File: src/rtl/controlador_barramento_pkg.sv
// rtl/controlador_barramento_pkg.sv - shared message, FSM and MSI encodings for the bus controller
package ctrl_barramento_pkg;

    typedef enum logic [1:0] {
        INVALIDAR    = 2'b00,
        READ_MISS    = 2'b01,
        WRITE_MISS   = 2'b10,
        SEM_MENSAGEM = 2'b11
    } msg_t;

    typedef enum logic [2:0] {
        ST_IDLE  = 3'd0,
        ST_GRANT = 3'd1,
        ST_WB    = 3'd2,
        ST_SNOOP = 3'd3,
        ST_READ  = 3'd4,
        ST_DONE  = 3'd5
    } estado_t;

    typedef enum logic [1:0] {
        INVALIDO      = 2'b00,
        MODIFICADO    = 2'b01,
        COMPARTILHADO = 2'b10
    } msi_t;

endpackage

File: src/rtl/controlador_barramento_arbitro_rr.sv
// rtl/controlador_barramento_arbitro_rr.sv - combinational round-robin pick starting after rr_ptr
module arbitro_rr #(
    parameter int N_PROC = 3
) (
    input  logic [N_PROC-1:0] req,
    input  logic [1:0]        rr_ptr,
    output logic [1:0]        winner,
    output logic              any_req
);

    // Two passes: indices above the pointer first, then wrap to the ones at or below it.
    always_comb begin
        winner  = 2'd0;
        any_req = 1'b0;
        for (int j = 0; j < N_PROC; j++) begin
            if (!any_req && req[j] && (j > int'(rr_ptr))) begin
                any_req = 1'b1;
                winner  = 2'(j);
            end
        end
        for (int j = 0; j < N_PROC; j++) begin
            if (!any_req && req[j] && (j <= int'(rr_ptr))) begin
                any_req = 1'b1;
                winner  = 2'(j);
            end
        end
    end

endmodule

File: src/rtl/controlador_barramento.sv
// rtl/controlador_barramento.sv - shared-bus arbiter, snoop collector and main-memory controller
module controlador_barramento
    import ctrl_barramento_pkg::*;
#(
    parameter int N_PROC    = 3,
    parameter int ADDR_W    = 3,
    parameter int DATA_W    = 3,
    parameter int SNOOP_CYC = 2,
    parameter int MEM_LAT   = 2
) (
    input  logic                     clock,
    input  logic                     resetn,
    input  logic [N_PROC-1:0]        req,
    input  logic [2*N_PROC-1:0]      msg_in,
    input  logic [N_PROC-1:0]        wb_valid,
    input  logic [ADDR_W*N_PROC-1:0] wb_addr,
    input  logic [DATA_W*N_PROC-1:0] wb_data,
    input  logic [N_PROC-1:0]        rd_en,
    input  logic [ADDR_W*N_PROC-1:0] addr_in,
    input  logic [N_PROC-1:0]        snoop_wb,
    input  logic [DATA_W*N_PROC-1:0] snoop_data,
    output logic [N_PROC-1:0]        gnt,
    output logic                     bus_valid,
    output logic [1:0]               bus_msg,
    output logic [1:0]               bus_src,
    output logic [ADDR_W-1:0]        bus_addr,
    output logic [N_PROC-1:0]        done,
    output logic [DATA_W-1:0]        rd_data
);

    localparam int MEM_D = 2**ADDR_W;

    estado_t           state_q, state_d;
    logic [1:0]        win_q, win_d;
    logic [1:0]        msg_q, msg_d;
    logic              wbv_q, wbv_d;
    logic [ADDR_W-1:0] wba_q, wba_d;
    logic [DATA_W-1:0] wbd_q, wbd_d;
    logic              rden_q, rden_d;
    logic [ADDR_W-1:0] addr_q, addr_d;
    logic [3:0]        cnt_q, cnt_d;
    logic              fwd_q, fwd_d;
    logic [DATA_W-1:0] fwd_data_q, fwd_data_d;
    logic [1:0]        rr_ptr_q, rr_ptr_d;
    logic [DATA_W-1:0] rd_data_q, rd_data_d;
    logic [DATA_W-1:0] mem_q [MEM_D];
    logic [DATA_W-1:0] mem_d [MEM_D];

    logic [1:0]        arb_win;
    logic              arb_any;
    logic [1:0]        sel_msg;
    logic              sel_wbv;
    logic [ADDR_W-1:0] sel_wba;
    logic [DATA_W-1:0] sel_wbd;
    logic              sel_rden;
    logic [ADDR_W-1:0] sel_addr;
    logic              snp_hit;
    logic [DATA_W-1:0] snp_data;
    logic              snoop_last;
    logic              read_last;
    logic              fwd_now;

    arbitro_rr #(
        .N_PROC (N_PROC)
    ) u_arbitro (
        .req     (req),
        .rr_ptr  (rr_ptr_q),
        .winner  (arb_win),
        .any_req (arb_any)
    );

    always_comb begin
        sel_msg  = SEM_MENSAGEM;
        sel_wbv  = 1'b0;
        sel_wba  = '0;
        sel_wbd  = '0;
        sel_rden = 1'b0;
        sel_addr = '0;
        for (int j = 0; j < N_PROC; j++) begin
            if (arb_win == 2'(j)) begin
                sel_msg  = msg_in[2*j +: 2];
                sel_wbv  = wb_valid[j];
                sel_wba  = wb_addr[ADDR_W*j +: ADDR_W];
                sel_wbd  = wb_data[DATA_W*j +: DATA_W];
                sel_rden = rd_en[j];
                sel_addr = addr_in[ADDR_W*j +: ADDR_W];
            end
        end
    end

    // Descending scan so the lowest flushing index overrides; the winner's own flush is ignored.
    always_comb begin
        snp_hit  = 1'b0;
        snp_data = '0;
        for (int j = N_PROC-1; j >= 0; j--) begin
            if (snoop_wb[j] && (win_q != 2'(j))) begin
                snp_hit  = 1'b1;
                snp_data = snoop_data[DATA_W*j +: DATA_W];
            end
        end
    end

    assign snoop_last = (cnt_q == 4'(SNOOP_CYC-1));
    assign read_last  = (cnt_q == 4'(MEM_LAT-1));
    assign fwd_now    = fwd_q | snp_hit;

    always_ff @(posedge clock) begin
        if (!resetn) begin
            state_q    <= ST_IDLE;
            win_q      <= 2'd0;
            msg_q      <= SEM_MENSAGEM;
            wbv_q      <= 1'b0;
            wba_q      <= '0;
            wbd_q      <= '0;
            rden_q     <= 1'b0;
            addr_q     <= '0;
            cnt_q      <= 4'd0;
            fwd_q      <= 1'b0;
            fwd_data_q <= '0;
            rr_ptr_q   <= 2'(N_PROC-1);
            rd_data_q  <= '0;
            for (int i = 0; i < MEM_D; i++) begin
                mem_q[i] <= DATA_W'(i);
            end
        end else begin
            state_q    <= state_d;
            win_q      <= win_d;
            msg_q      <= msg_d;
            wbv_q      <= wbv_d;
            wba_q      <= wba_d;
            wbd_q      <= wbd_d;
            rden_q     <= rden_d;
            addr_q     <= addr_d;
            cnt_q      <= cnt_d;
            fwd_q      <= fwd_d;
            fwd_data_q <= fwd_data_d;
            rr_ptr_q   <= rr_ptr_d;
            rd_data_q  <= rd_data_d;
            for (int i = 0; i < MEM_D; i++) begin
                mem_q[i] <= mem_d[i];
            end
        end
    end

    always_comb begin
        state_d = state_q;
        unique case (state_q)
            ST_IDLE:  if (arb_any) state_d = ST_GRANT;
            ST_GRANT: state_d = wbv_q ? ST_WB : ST_SNOOP;
            ST_WB:    state_d = ST_SNOOP;
            ST_SNOOP: if (snoop_last) state_d = (rden_q && !fwd_now) ? ST_READ : ST_DONE;
            ST_READ:  if (read_last) state_d = ST_DONE;
            ST_DONE:  state_d = ST_IDLE;
            default:  state_d = ST_IDLE;
        endcase
    end

    always_comb begin
        win_d      = win_q;
        msg_d      = msg_q;
        wbv_d      = wbv_q;
        wba_d      = wba_q;
        wbd_d      = wbd_q;
        rden_d     = rden_q;
        addr_d     = addr_q;
        cnt_d      = cnt_q;
        fwd_d      = fwd_q;
        fwd_data_d = fwd_data_q;
        rr_ptr_d   = rr_ptr_q;
        rd_data_d  = rd_data_q;
        for (int i = 0; i < MEM_D; i++) begin
            mem_d[i] = mem_q[i];
        end
        unique case (state_q)
            ST_IDLE: begin
                cnt_d = 4'd0;
                fwd_d = 1'b0;
                if (arb_any) begin
                    win_d  = arb_win;
                    msg_d  = sel_msg;
                    wbv_d  = sel_wbv;
                    wba_d  = sel_wba;
                    wbd_d  = sel_wbd;
                    rden_d = sel_rden;
                    addr_d = sel_addr;
                end
            end
            ST_GRANT: cnt_d = 4'd0;
            ST_WB: begin
                cnt_d        = 4'd0;
                mem_d[wba_q] = wbd_q;
            end
            ST_SNOOP: begin
                if (snp_hit) begin
                    mem_d[addr_q] = snp_data;
                    fwd_d         = 1'b1;
                    fwd_data_d    = snp_data;
                end
                if (snoop_last) begin
                    cnt_d = 4'd0;
                    if (rden_q && fwd_now) rd_data_d = fwd_data_d;
                end else begin
                    cnt_d = cnt_q + 4'd1;
                end
            end
            ST_READ: begin
                if (read_last) begin
                    cnt_d     = 4'd0;
                    rd_data_d = mem_q[addr_q];
                end else begin
                    cnt_d = cnt_q + 4'd1;
                end
            end
            ST_DONE: rr_ptr_d = win_q;
            default: cnt_d = 4'd0;
        endcase
    end

    always_comb begin
        gnt       = '0;
        done      = '0;
        bus_valid = (state_q == ST_GRANT);
        bus_msg   = (state_q == ST_GRANT) ? msg_q : SEM_MENSAGEM;
        bus_src   = (state_q != ST_IDLE) ? win_q : 2'd0;
        bus_addr  = (state_q != ST_IDLE) ? addr_q : '0;
        rd_data   = rd_data_q;
        for (int j = 0; j < N_PROC; j++) begin
            gnt[j]  = (state_q != ST_IDLE) && (win_q == 2'(j));
            done[j] = (state_q == ST_DONE) && (win_q == 2'(j));
        end
    end

endmodule

File: config.mk
export PLATFORM = sky130hd
export DESIGN_NAME = controlador_barramento
export DESIGN_NICKNAME = d
export VERILOG_FILES = /design/src/rtl/controlador_barramento_pkg.sv /design/src/rtl/controlador_barramento_arbitro_rr.sv /design/src/rtl/controlador_barramento.sv
export SDC_FILE = /design/constraint.sdc
export NUM_CORES = 1
export LEC_CHECK = 0
export CORE_MARGIN = 4
export CORE_UTILIZATION = 51
export DETAILED_ROUTE_END_ITERATION = 12
export PLACE_DENSITY = 0.8
export SETUP_SLACK_MARGIN = 0.4
export SLEW_MARGIN = 20
export SYNTH_ARGS = -nofsm -noshare
export SYNTH_HDL_FRONTEND = slang
export SYNTH_SLANG_ARGS = --single-unit
File: constraint.sdc
create_clock -name clock -period 2.4 [get_ports clock]
set_input_delay 0.24 -clock clock [delete_from_list [all_inputs] [get_ports clock]]
set_output_delay 0.24 -clock clock [all_outputs]
set_load 0.01 [all_outputs]
Word level (Yosys, flattened, before mapping)
Memories as Yosys holds them, arrays and structs flattened. A register that Yosys moved wholly into a read port is not among the register bits.
Index checks and enable logic that the tools add are counted.
{"block": "totals", "mem_count": 1, "mem_bits_rw": 24, "register_bits": 31, "out_inout_bits": 17, "mem_bits_ro": 0, "latchBits": 0}
{"block": "op_classes", "n_bitwise": 11, "addsub": 1, "div_mod_pow": 0, "shift": 0, "muxes": 72, "n_reduce_logical": 38, "n_lt_le_gt_ge": 8, "eq_ne": 17, "mul": 0}
{"name": "mem_q", "words": 8, "width": 3, "rd": 9, "rd_ports_with_merged_regs": 1, "write_ports": 8, "line_no": "controlador_barramento.sv:46", "text": "logic [DATA_W-1:0] mem_q [MEM_D];"}
{"cell": "two-way mux 3 bit", "count": 32}
{"cell": "bitwise mux 24 bit", "count": 2}
{"cell": "one-hot mux 24 bit (2 select lines)", "count": 1}
{"cell": "two-way mux 24 bit", "count": 1}
{"cell": "logical AND 1 bit", "count": 21}
{"cell": "two-way mux 1 bit", "count": 20}
{"cell": "demux 3 bit (select 3 bit)", "count": 2}
{"cell": "two-way mux 2 bit", "count": 9}
{"cell": "one-hot mux 3 bit (5 select lines)", "count": 1}
{"cell": "inequality test 2 bit, second input constant", "count": 6}
{"cell": "bitwise OR 1 bit", "count": 9}
{"cell": "greater-or-equal comparator 4 bit, second input constant", "count": 2}
{"cell": "< comparator 4 x 1 -> 1 bit, second input constant", "count": 2}
{"cell": "NOT 3 -> 4 bit", "count": 2}
{"cell": "one-hot mux 4 bit (2 select lines)", "count": 1}
{"cell": "== test 3 x 2 -> 1 bit, second input constant", "count": 2}
{"cell": "== test 3 bit, second input constant", "count": 2}
{"cell": "one-hot mux 3 bit (2 select lines)", "count": 1}
{"cell": "nonzero test 2 bit", "count": 3}
{"cell": "zero test 1 bit", "count": 5}
{"cell": "adder 4 x 1 -> 4 bit, second input constant", "count": 1}
{"cell": "== test 2 x 1 -> 1 bit, second input constant", "count": 2}
{"cell": "== test 2 bit, second input constant", "count": 2}
{"cell": "== test 4 x 1 -> 1 bit, second input constant", "count": 1}
{"cell": "15 further kinds", "count": 17}

Logic depth before layout (Yosys ltp)
{"block": "depth", "depth_word": 24, "depth_mapped": 7, "ltp_nobuf": 6}

Cells and area by module
A second synthesis with hierarchy kept.
{"block": "hier_totals", "hier_cells": 454, "hier_area_um2": 3669.8}
{"mod": "controlador_barramento", "instances": 1, "seq_area_each_um2": 1161.1, "area_each_um2": 3619.7, "cells_each": 446}
{"mod": "arbitro_rr", "instances": 1, "seq_area_each_um2": 0.0, "area_each_um2": 50.0, "cells_each": 8}

Least setup slack after synthesis
OpenSTA, ideal clock, no wires.
{"block": "synth_timing", "path_type": "flip-flop to flip-flop", "startpoint": "reg win_q[0]", "endpoint": "mem mem_q[1][2]", "arrival_time_ns": 1.652, "path_buffers": 1, "stages_incl_launch_ff": 7, "setup_slack_ns": 0.632, "synth_period_minus_slack_ns": 1.768, "cell_sequence": "dfxtp_1 > buf_4 > mux2i_1 > a32o_2 > a2111oi_4 > o211ai_1 > o211a_1"}
{"item": "from (decl)", "line_no": "controlador_barramento.sv:34", "text": "logic [1:0] win_q, win_d;"}
{"item": "from (signal assigned)", "line_no": "controlador_barramento.sv:127", "text": "win_q <= win_d;"}
{"item": "to (decl)", "line_no": "controlador_barramento.sv:46"}

Final worst setup path
{"block": "layout_timing", "startpoint": "reg state_q[1]", "endpoint": "out bus_src[1]"}
{"block": "layout_between", "elab_chain_len": 2}
{"item": "from (decl)", "line_no": "controlador_barramento.sv:33", "text": "estado_t state_q, state_d;"}
{"item": "from (signal assigned)", "line_no": "controlador_barramento.sv:126", "text": "state_q <= state_d;"}
{"item": "nonzero test 3 bit", "line_no": "controlador_barramento.sv:224", "text": "bus_src = (state_q != ST_IDLE) ? win_q : 2'd0;"}
{"item": "two-way mux 2 bit", "line_no": "controlador_barramento.sv:224"}
{"item": "to (decl)", "line_no": "controlador_barramento.sv:25", "text": "output logic [1:0] bus_src,"}
Every way passes these cells.

==> summary.txt <==
Global routing
  – Total GRT Usage: 0.259
  – Antenna violations before repair: 0
  – Largest net degree at the start of global routing: 23
  – First-pass GRT wire length: 16000 um
  – Grt ovf: 0
  – Number of global-route vias before repair: 3279

Place
  – Pre-CTS setup slack: 0.100 ns
  – Post-Place Cells: 539
  – Placed cell areas: 4280 um^2
  – Post-DP HPWL: 7560 um
  – # port buffers: 72
  – Routability cong.: 0.917

Timing
  – Worst-Margin Slew: 0.757 ns
  – Final worst slack: 0.459 ns
  – Hold WS: 0.452 ns
  – Period utilisation layout: 0.809
  – Max Slew Vio Count: 0
  – FMAX: 0.515 GHz
  – Unrepaired setup endpoints after global routing: false
  – Skew final: 0.00754 ns
  – Final hold vios: 0
  – Slew margin rel.: 0.492
  – Min Clock Period, post-route: 1.94 ns
  – Sum Neg Setup Slack: 0 ns
  – Setup-failing EPs final: 0

Worst setup path
  – Startpoint types: register
  – Crit. End Element: output pin
  – CP required: 2.16 ns
  – Worst path arrival time: 1.70 ns
  – Worst Setup Path Type: register to output pin
  – Crit Path Max Fanout: 12

Route
  – Residual DRC count: 0
  – Initial DRC Count: 243
  – Routed len/inst: 18.2 um
  – ANT nets after route: 0
  – Drt first pass iters: 5
  – Via-to-Cell Ratio: 6.25
  – Vias: 3466
  – Routed WL: 10100 um

Logic synthesis
  – Number of flops mapped to enable cells by yosys: 0
  – Mean Syn Cell Area: 8.67 um^2
  – Synthesized flop and latch total: 58
  – Fraction of registers with async set/reset: 0
  – Post-Syn Area: 3400 um^2
  – Ys flop type: dfxtp_1
  – Mapped Nets: 450
  – Sequential fraction of the synthesis area: 0.342
  – Netlist cell types: 58
  – Mapped Cells: 392
  – Warnings from Yosys: 0

Floorplan
  – Die height: 89.6 um
  – Row cnt: 29
  – Area of the core: 6420 um^2
  – Boundary pin count: 73
  – Full die area: 8030 um^2
  – Initial Util: 0.529
  – Die Width: 89.6 um

Finish
  – Area growth syn-to-layout: 32.6%
  – Post-route cell area: 4510 um^2
  – Diodes inserted: 0
  – Share of cells above drive strength 1: 0.138
  – Post-route insts no fill: 555
  – Fin util: 0.702
  – Nets: 531

Clock tree
  – H-tree depth: 3
  – Hold_buf cts: 0
  – Worst-skew pair later-pin latency: 0.34 ns
  – CTS tree: yes
  – Clock-pin slew on the worst setup and hold paths: 0.07 ns
  – Clock root cell: clkbuf_8
  – Clock Sinks: 58
  – CTS max path bufs: 2
  – CTS buffer count: 9
  – Post-CTS Setup Inserts: 0

Run
  – # Max-Cap Violations: 0

Power and ir drop
  – Pwr Density: 554 nW/um^2
  – Leakage power: 1.63 nW
  – IR Drop Worst-Case VDD: 0.000420 V
  – Pwr Total: 2.50 mW

Status
  – Status: finished clean

Worst hold path
  – Tightest Hold Check Type: register to register
timing repair:
item,CTS,global route
setup endpoints to repair,16,19
cloned,0,0
pin swaps,0,0
gates resized for setup,7,15
layout by cell type, fill, tap and decap left out, types with 3 or more instances in the layout:
master	synthesis	routed
a211oi_1	7	7
o2111ai_1	12	12
clkbuf_1	19	3
o31a_1	13	13
nand3_1	21	21
o211ai_1	3	3
o31ai_1	5	5
clkinv_2	0	3
mux4_2	3	3
dfxtp_1	58	53
clkbuf_8	0	10
nand2b_1	10	10
nand2_1	29	29
o21ai_1	1	3
nor2b_1	12	11
dfxtp_2	0	3
o21a_1	5	5
a21oi_1	25	25
mux2i_1	15	15
and3_1	7	7
dlymetal6s2s_1	0	3
a22o_1	3	3
nor2_1	28	28
a2bb2oi_1	8	8
o22ai_1	5	5
o32ai_2	4	3
a222oi_1	7	7
clkdlybuf4s50_1	0	68
nor3_1	9	8
o21ai_0	26	24
inv_1	6	6
buf_4	4	22
and2_1	3	3
flip-flops by register name, indices dropped and copies added, names as in the netlist, named ones only:
name	count
addr_q	3
cnt_q	4
fwd_data_q	3
fwd_q	1
mem_q	24
msg_q	2
rd_data	3
rden_q	1
rr_ptr_q	2
state_q	3
wba_q	3
wbd_q	3
wbv_q	1
win_q	2
cells by family (layout without fill, tap and decap cells):
kind of cell	Yosys count	count (layout)	synth area share
flip-flops	58	58	0.342
buffers and inverters	32	118	0.0409
XOR/XNOR	3	3	0.00773
AND/OR/NAND/NOR	138	138	0.212
multiplexers	18	18	0.0641
adder cells (fa/ha/maj)	2	2	0.00736
AO/OA/AOI/OAI	141	141	0.327
final cells by class:
| type | count | area, um^2 |
|---|---|---|
| Multi-Input combinational cell | 302 | 2140 |
| Fill cell | 506 | 1920 |
| Sequential cell | 58 | 1170 |
| Timing Repair Buffer | 96 | 915 |
| Clock buffer | 13 | 149 |
| Tap cell | 77 | 96.3 |
| Inverter | 6 | 22.5 |
| Clock inverter | 3 | 15.0 |
layer usage:
layer  GRT usage  wire, um
met5           0         0
met2       0.444      5030
met4      0.0920       218
met1       0.318      4190
met3      0.0575       678
path summary, 6_finish.rpt:
| check | start | endpoint | slack (ns) | depth (start not counted) |
|---|---|---|---|---|
| max reg2reg | state_q[2]$_SDFFE_PN0P_ | mem_q[4][2]$_SDFFE_PN1P_ | 0.53 | 5 |
| min reg2reg | rd_data[2]$_SDFFE_PN0P_ | rd_data[2]$_SDFFE_PN0P_ | 0.45 | 2 |
| min | rd_data[2]$_SDFFE_PN0P_ | rd_data[2]$_SDFFE_PN0P_ | 0.45 | 2 |
| max | state_q[1]$_SDFFE_PN0P_ | bus_src[1] | 0.46 | 4 |
synth_stat cells (4+ instances only):
library cell | count | area (um^2)
o32ai_2 | 4 | 65.1
o31ai_1 | 5 | 37.5
o21a_1 | 5 | 37.5
and3_1 | 7 | 43.8
o22ai_1 | 5 | 31.3
o21ai_0 | 26 | 130
a222oi_1 | 7 | 70.1
a211oi_1 | 7 | 52.6
dfxtp_1 | 58 | 1160
a21oi_1 | 25 | 125
o2111ai_1 | 12 | 105
buf_4 | 4 | 30.0
nor2_1 | 28 | 105
nor2b_1 | 12 | 75.1
o31a_1 | 13 | 114
nand2b_1 | 10 | 62.6
nand2_1 | 29 | 109
inv_1 | 6 | 22.5
nand3_1 | 21 | 105
a2bb2oi_1 | 8 | 70.1
nor3_1 | 9 | 45.0
mux2i_1 | 15 | 150
clkbuf_1 | 19 | 71.3
critical path, cell delays in order (launching register included):
cell and delay (ns):
dfxtp_4 0.45, nor3_2 0.08, buf_4 0.16, nor2b_1 0.12
clkdlybuf4s50_1 0.56
where the power goes:
group | total, mW | switching [mW] | leakage (nW) | internal (mW)
sequential | 1.11 | 0.0817 | 0.476 | 1.02
combinational | 0.617 | 0.307 | 1.07 | 0.309
clock | 0.773 | 0.375 | 0.0872 | 0.398
No activity file was read; power rests on OpenSTA's default activity.
